--- config.mk ---
export PLATFORM = sky130hd
export DESIGN_NAME = cla_wide_add_seq
export DESIGN_NICKNAME = d
export VERILOG_FILES = /design/src/rtl/cla_pkg.sv /design/src/rtl/cla_wide_add_seq_cla.sv /design/src/rtl/cla_wide_add_seq.sv
export SDC_FILE = /design/constraint.sdc
export NUM_CORES = 1
export LEC_CHECK = 0
export ABC_AREA = 1
export BUFFER_PORTS_ARGS = -buffer_cell sky130_fd_sc_hd__buf_2
export CORE_MARGIN = 2
export CORE_UTILIZATION = 40
export CTS_BUF_LIST = sky130_fd_sc_hd__clkbuf_16
export DETAILED_ROUTE_END_ITERATION = 16
export PLACE_DENSITY = 0.64
export SLEW_MARGIN = 15
export SYNTH_ARGS = -nofsm -noshare
export SYNTH_HDL_FRONTEND = slang
export SYNTH_SLANG_ARGS = --single-unit
--- constraint.sdc ---
create_clock -name clk -period 6.67 [get_ports clk]
set_clock_uncertainty 0.2 [all_clocks]
set_input_delay 0 -clock clk [delete_from_list [all_inputs] [get_ports clk]]
set_output_delay 0 -clock clk [all_outputs]
set_load 0.05 [all_outputs]
--- src/rtl/cla_pkg.sv ---
// Shared state type and sizing defaults for the chunked wide CLA adder.
package cla_pkg;

   localparam int CLA_NBIT       = 16;
   localparam int CLA_NBITTOCELL = 4;

   typedef enum logic [1:0] {
      S_IDLE,
      S_RUN,
      S_DONE
   } cla_seq_state_t;

   function automatic int num_chunks(input int width, input int nbit);
      return width / nbit;
   endfunction

endpackage

--- src/rtl/cla_wide_add_seq_cla.sv ---
// NBIT-wide carry lookahead adder: full lookahead inside each NBITTOCELL
// cell, carries chained cell to cell.
module NBitCarryLookaheadAdder #(
   parameter int NBIT       = 16,
   parameter int NBITTOCELL = 4
) (
   input  logic [NBIT-1:0] a,
   input  logic [NBIT-1:0] b,
   input  logic            cin,
   output logic [NBIT-1:0] s,
   output logic            cout
);

   localparam int NCELL = NBIT / NBITTOCELL;

   logic [NBIT-1:0] g;
   logic [NBIT-1:0] p;
   logic [NBIT:0]   c;

   assign g = a & b;
   assign p = a ^ b;

   always_comb begin
      logic x;
      logic pp;
      x    = 1'b0;
      pp   = 1'b0;
      c    = '0;
      c[0] = cin;
      for (int j = 0; j < NCELL; j++) begin
         for (int i = 0; i < NBITTOCELL; i++) begin
            // Expand carry i of this cell from the cell carry-in.
            x  = g[j*NBITTOCELL+i];
            pp = p[j*NBITTOCELL+i];
            for (int m = i - 1; m >= 0; m--) begin
               x  = x | (pp & g[j*NBITTOCELL+m]);
               pp = pp & p[j*NBITTOCELL+m];
            end
            c[j*NBITTOCELL+i+1] = x | (pp & c[j*NBITTOCELL]);
         end
      end
   end

   assign s    = p ^ c[NBIT-1:0];
   assign cout = c[NBIT];

endmodule

--- src/rtl/cla_wide_add_seq.sv ---
// Multi-cycle WIDTH-bit add/sub feeding one shared CLA a chunk per cycle.
// Define CLA_SEQ_OVF_EN to compute and register signed overflow.
module cla_wide_add_seq
   import cla_pkg::*;
#(
   parameter int WIDTH      = 64,
   parameter int NBIT       = CLA_NBIT,
   parameter int NBITTOCELL = CLA_NBITTOCELL
) (
   input  logic             clk,
   input  logic             rst,
   input  logic             in_valid,
   output logic             in_ready,
   input  logic [WIDTH-1:0] a,
   input  logic [WIDTH-1:0] b,
   input  logic             cin,
   input  logic             op_sub,
   output logic             out_valid,
   input  logic             out_ready,
   output logic [WIDTH-1:0] sum,
   output logic             cout,
   output logic             ovf
);

   localparam int NCHUNK = num_chunks(WIDTH, NBIT);
   localparam int KW     = (NCHUNK > 1) ? $clog2(NCHUNK) : 1;
   localparam logic [KW-1:0] KLAST = KW'(NCHUNK - 1);

   if (WIDTH % NBIT != 0) begin : g_bad_width
      $error("cla_wide_add_seq: WIDTH must be a multiple of NBIT");
   end
   if (NBIT % NBITTOCELL != 0) begin : g_bad_cell
      $error("cla_wide_add_seq: NBIT must be a multiple of NBITTOCELL");
   end

   cla_seq_state_t   state_q;
   logic [KW-1:0]    k_q;
   logic [KW-1:0]    k_d;
   logic [WIDTH-1:0] a_q;
   logic [WIDTH-1:0] b_q;
   logic [WIDTH-1:0] sum_q;
   logic             carry_q;
   logic             cout_q;
   logic [NBIT-1:0]  ca;
   logic [NBIT-1:0]  cb;
   logic [NBIT-1:0]  cs;
   logic             cc;

   assign k_d = k_q + 1'b1;
   assign ca  = a_q[NBIT*int'(k_q) +: NBIT];
   assign cb  = b_q[NBIT*int'(k_q) +: NBIT];

   NBitCarryLookaheadAdder #(
      .NBIT       (NBIT),
      .NBITTOCELL (NBITTOCELL)
   ) u_cla (
      .a    (ca),
      .b    (cb),
      .cin  (carry_q),
      .s    (cs),
      .cout (cc)
   );

`ifdef CLA_SEQ_OVF_EN
   logic ovf_q;
`endif

   always_ff @(posedge clk or posedge rst) begin
      if (rst) begin
         state_q <= S_IDLE;
         k_q     <= '0;
         carry_q <= 1'b0;
         a_q     <= '0;
         b_q     <= '0;
         sum_q   <= '0;
         cout_q  <= 1'b0;
`ifdef CLA_SEQ_OVF_EN
         ovf_q   <= 1'b0;
`endif
      end else begin
         unique case (state_q)
            S_IDLE: begin
               if (in_valid) begin
                  a_q     <= a;
                  b_q     <= op_sub ? ~b : b;
                  carry_q <= op_sub ? ~cin : cin;
                  k_q     <= '0;
                  state_q <= S_RUN;
               end
            end
            S_RUN: begin
               sum_q[NBIT*int'(k_q) +: NBIT] <= cs;
               carry_q <= cc;
               k_q     <= k_d;
               if (k_q == KLAST) begin
                  cout_q  <= cc;
`ifdef CLA_SEQ_OVF_EN
                  // Carry into the MSB recovered from the MSB sum bit.
                  ovf_q   <= a_q[WIDTH-1] ^ b_q[WIDTH-1] ^ cs[NBIT-1] ^ cc;
`endif
                  state_q <= S_DONE;
               end
            end
            S_DONE: begin
               if (out_ready) state_q <= S_IDLE;
            end
            default: state_q <= S_IDLE;
         endcase
      end
   end

   assign in_ready  = (state_q == S_IDLE);
   assign out_valid = (state_q == S_DONE);
   assign sum       = sum_q;
   assign cout      = cout_q;
`ifdef CLA_SEQ_OVF_EN
   assign ovf       = ovf_q;
`else
   assign ovf       = 1'b0;
`endif

endmodule

==> metrics.yaml <==
p_clk_share_pct: 15.6
synth_top_family_by_area: "simple AND/OR/NAND/NOR gates"
setup_viol: 0
fin_crit_ns: 3.89
via_per_inst: 4.95
gp_congestion: 0.801
insertedDiodeCount: 0
cp_data_required_time_ns: 6.82
yosysWarnings: 0
max_slew_margin_pct: 28.9
path_class: "flip-flop to flip-flop"
rrSetupSlack_ns: 2.78
syn_avg_cell_area_um2: 8.65
coreArea_mm2: 0.0235
h-tree-depth: 4
synth_most_common_cell: "nand2_1"
seqCellArea_mm2: 0.00496
fin_setup_tns_ns: 0
final_core_utilization_pct: 53.9
p_sw_w: 0.00347
cp-end-kind: "flip-flop"
first_pass_iters: 5
slowest_stage: "inv_2"
dominantRegCellSynth: "dfrtp_1"
muxShareOfSynthArea_pct: 0
synth_top_area_share_pct: 51.4
fill_cells: 2206
multiInputGateArea_mm2: 0.00426
hpwl_mm: 18.2
intPower_w: 0.00352
critPathCapture: "sum[61]$_DFFE_PP0P_"
grt_pass1_vias: 8596
routed-via-count: 8573
syn-cell-area_mm2: 0.00964
worstPathArrival_ns: 4.04
hold_viol_final: 0
grt_pass1_wl_mm: 44.2
io_pins: 202
cts_buffers: 17
slowest_delay_ns: 0.75
synthAdderAreaFrac_pct: 3.69
grt-ovfl-total: 0
worst_setup_path_start_kind: "flip-flop"
ys_top_cells_by_area: "dfrtp_1 (51%), nand2_1 (14%), o21ai_0 (8.0%)"
netlist_top_cells_count: "nand2_1 (372), dfrtp_1 (198), o21ai_0 (154)"
timing.final.crit_share_pct: 58.3
cts-root-buf: "clkbuf_16"
r2r_start: "k_q[0]$_DFFE_PP0P_"
clock_sinks: 198
synth_edf_count: 0
synth-async-reset-ratio_pct: 100
ff2ff_path_depth: 13
drc: 0
power_leakage_nw: 6.35
drv_cap: 0
wl_per_cell_um: 15.9
cellPowerDensity_mw_per_mm2: 551
path_clk_slew_ns: 0.07
fp-row-count: 56
synth.largest_area_cell: "dfrtp_1"
synth_compound_area_share_pct: 12.9
port_buffers: 200
initial_core_util_pct: 40.9
synth_cell_types: 37
outcome: "finished clean"
grt_setup_unrepaired: "no"
die_area_mm2: 0.0254
cts_setup_buffers: 0
irDropWorstVdd_mv: 0.271
swShare_pct: 49.6
insertion_delay_ns: 0.44
ys_seq_area_share_pct: 51.4
layout.nets: 1560
syn_inst: 1115
tightest_slew_ns: 1.07
yosys_register_bits: 198
seq_power_share_pct: 29.4
antenna_left: 0
slew_violations: 0
antenna_found_initial: 0
grt_usage_pct: 22.0
synthXorXnorAreaFrac_pct: 6.53
cp_max_fo: 68
r2r-end: "sum[61]$_DFFE_PP0P_"
crit_chain: "inv_2 -> o21ai_0 -> o22ai_1 -> ha_1 -> a21oi_1 -> o21bai_1 -> a21oi_1 -> nand2_2 -> fa_1 -> xnor2_1 -> nor2_1 -> nand2_1 -> o21ai_0"
die_w_um: 159
grt_max_degree: 128
cts_tree: "done"
wl_mm: 27.6
drive_gt1_share_pct: 18.5
syn-num-nets: 1275
hp-class: "input pin to asynchronous set/reset pin"
clock.fmax_mhz: 257
drt-initial-drc-count: 725
area_growth_pct: 31.6
clockBufferDepth: 2
cp-startpoint: "k_q[0]$_DFFE_PP0P_"
fp.dieH_um: 159
yosys.area_share.simple_pct: 21.0
combPwrFrac_pct: 55.1
## what timing repair did
item                                   CTS  global route
hold buffers                           131             0
resized for setup                        0             0
endpoints found under the hold margin  256             0
## per-layer routing
metal	vias up	track usage (%)	routed length, um
met5	-	0	0
met4	0	8.39	811
met3	45	3.26	1320
met2	272	36.8	13200
met1	4043	29.0	12300
li1	4213	-	-
## stage by stage
step | setup slack (ns) | instances | total power (W) | hold slack, ns | area [um^2]
6_report | 2.78 | 1732 | 0.00699 | 0.0234 | 12700
5_1_grt | 2.46 | 1732 | 0.00753 | 0.0848 | 12700
4_1_cts | 2.81 | 1732 | 0.00699 | 0.0726 | 12700
3_5_place_dp | 2.85 | 1569 | 0.00583 | -0.000665 | 10800
3_3_place_gp | 2.91 | 1569 | 0.00576 | -0.0195 | 10800
2_1_floorplan | 1.07 | 1115 | 0.00478 | -0.114 | 9640
## worst max-delay path: cells and delay by family (launching register included)
kind | cells | cell delay (ns)
flip-flops | 1 | 0.41
AND/OR/NAND/NOR | 3 | 0.34
AO/OA/AOI/OAI | 6 | 1.17
buffers and inverters | 1 | 0.75
adder cells (fa/ha/maj) | 2 | 0.72
XOR/XNOR | 1 | 0.16
## area by class of cell
type                       instances  share of cell area [%]
multi-input combinational        820                    33.6
sequential                       198                    39.1
clock inverter                    15                    1.45
clock buffer                      17                    3.35
tap                              319                    3.15
timing repair buffer             335                    18.5
inverter                          28                   0.907
## kinds of logic after synthesis
logic type	count (synthesis)
fa+ha+maj	26
other cells	1
simple gates	502
buf+inv	97
compound gates	220
flops	198
xor+xnor	71
## flip-flops by register name, indices dropped and copies added (netlist names)
name	flops
b_q	64
k_q	2
carry_q	1
sum	64
a_q	64
state_q	2
cout	1
## worst min path at each step
stage / end / slack, ns
after global routing: state_q[1]$_DFFE_PP0P_ / 0.08
after global placement: state_q[1]$_DFFE_PP0P_ / -0.02
after CTS: a_q[22]$_DFFE_PP0P_ / 0.07
after floorplan: state_q[1]$_DFFE_PP0P_ / -0.11
final: sum[18]$_DFFE_PP0P_ / 0.02
after detailed placement: a_q[22]$_DFFE_PP0P_ / -0.0007
## placed cells by master (no fill, tap or decap), types with 22 or more instances in the layout
master,Yosys,final
buf_2,24,199
o21ai_0,154,154
ha_1,22,22
inv_1,23,22
nand2_1,372,372
dfrtp_1,198,197
nor2_1,84,84
xnor2_1,69,69
o22ai_1,32,32
dlygate4sd3_1,0,131
## power groups by stage
stage / sequential [W] / combinational [W] / clock, W
floorplan: 0.00236 / 0.00241 / 0
global route: 0.00210 / 0.00428 / 0.00115
detailed placement: 0.00207 / 0.00377 / 0
finish: 0.00205 / 0.00385 / 0.00109
CTS: 0.00205 / 0.00384 / 0.00110
global placement: 0.00207 / 0.00369 / 0
Power figures use the tool's default switching activity.
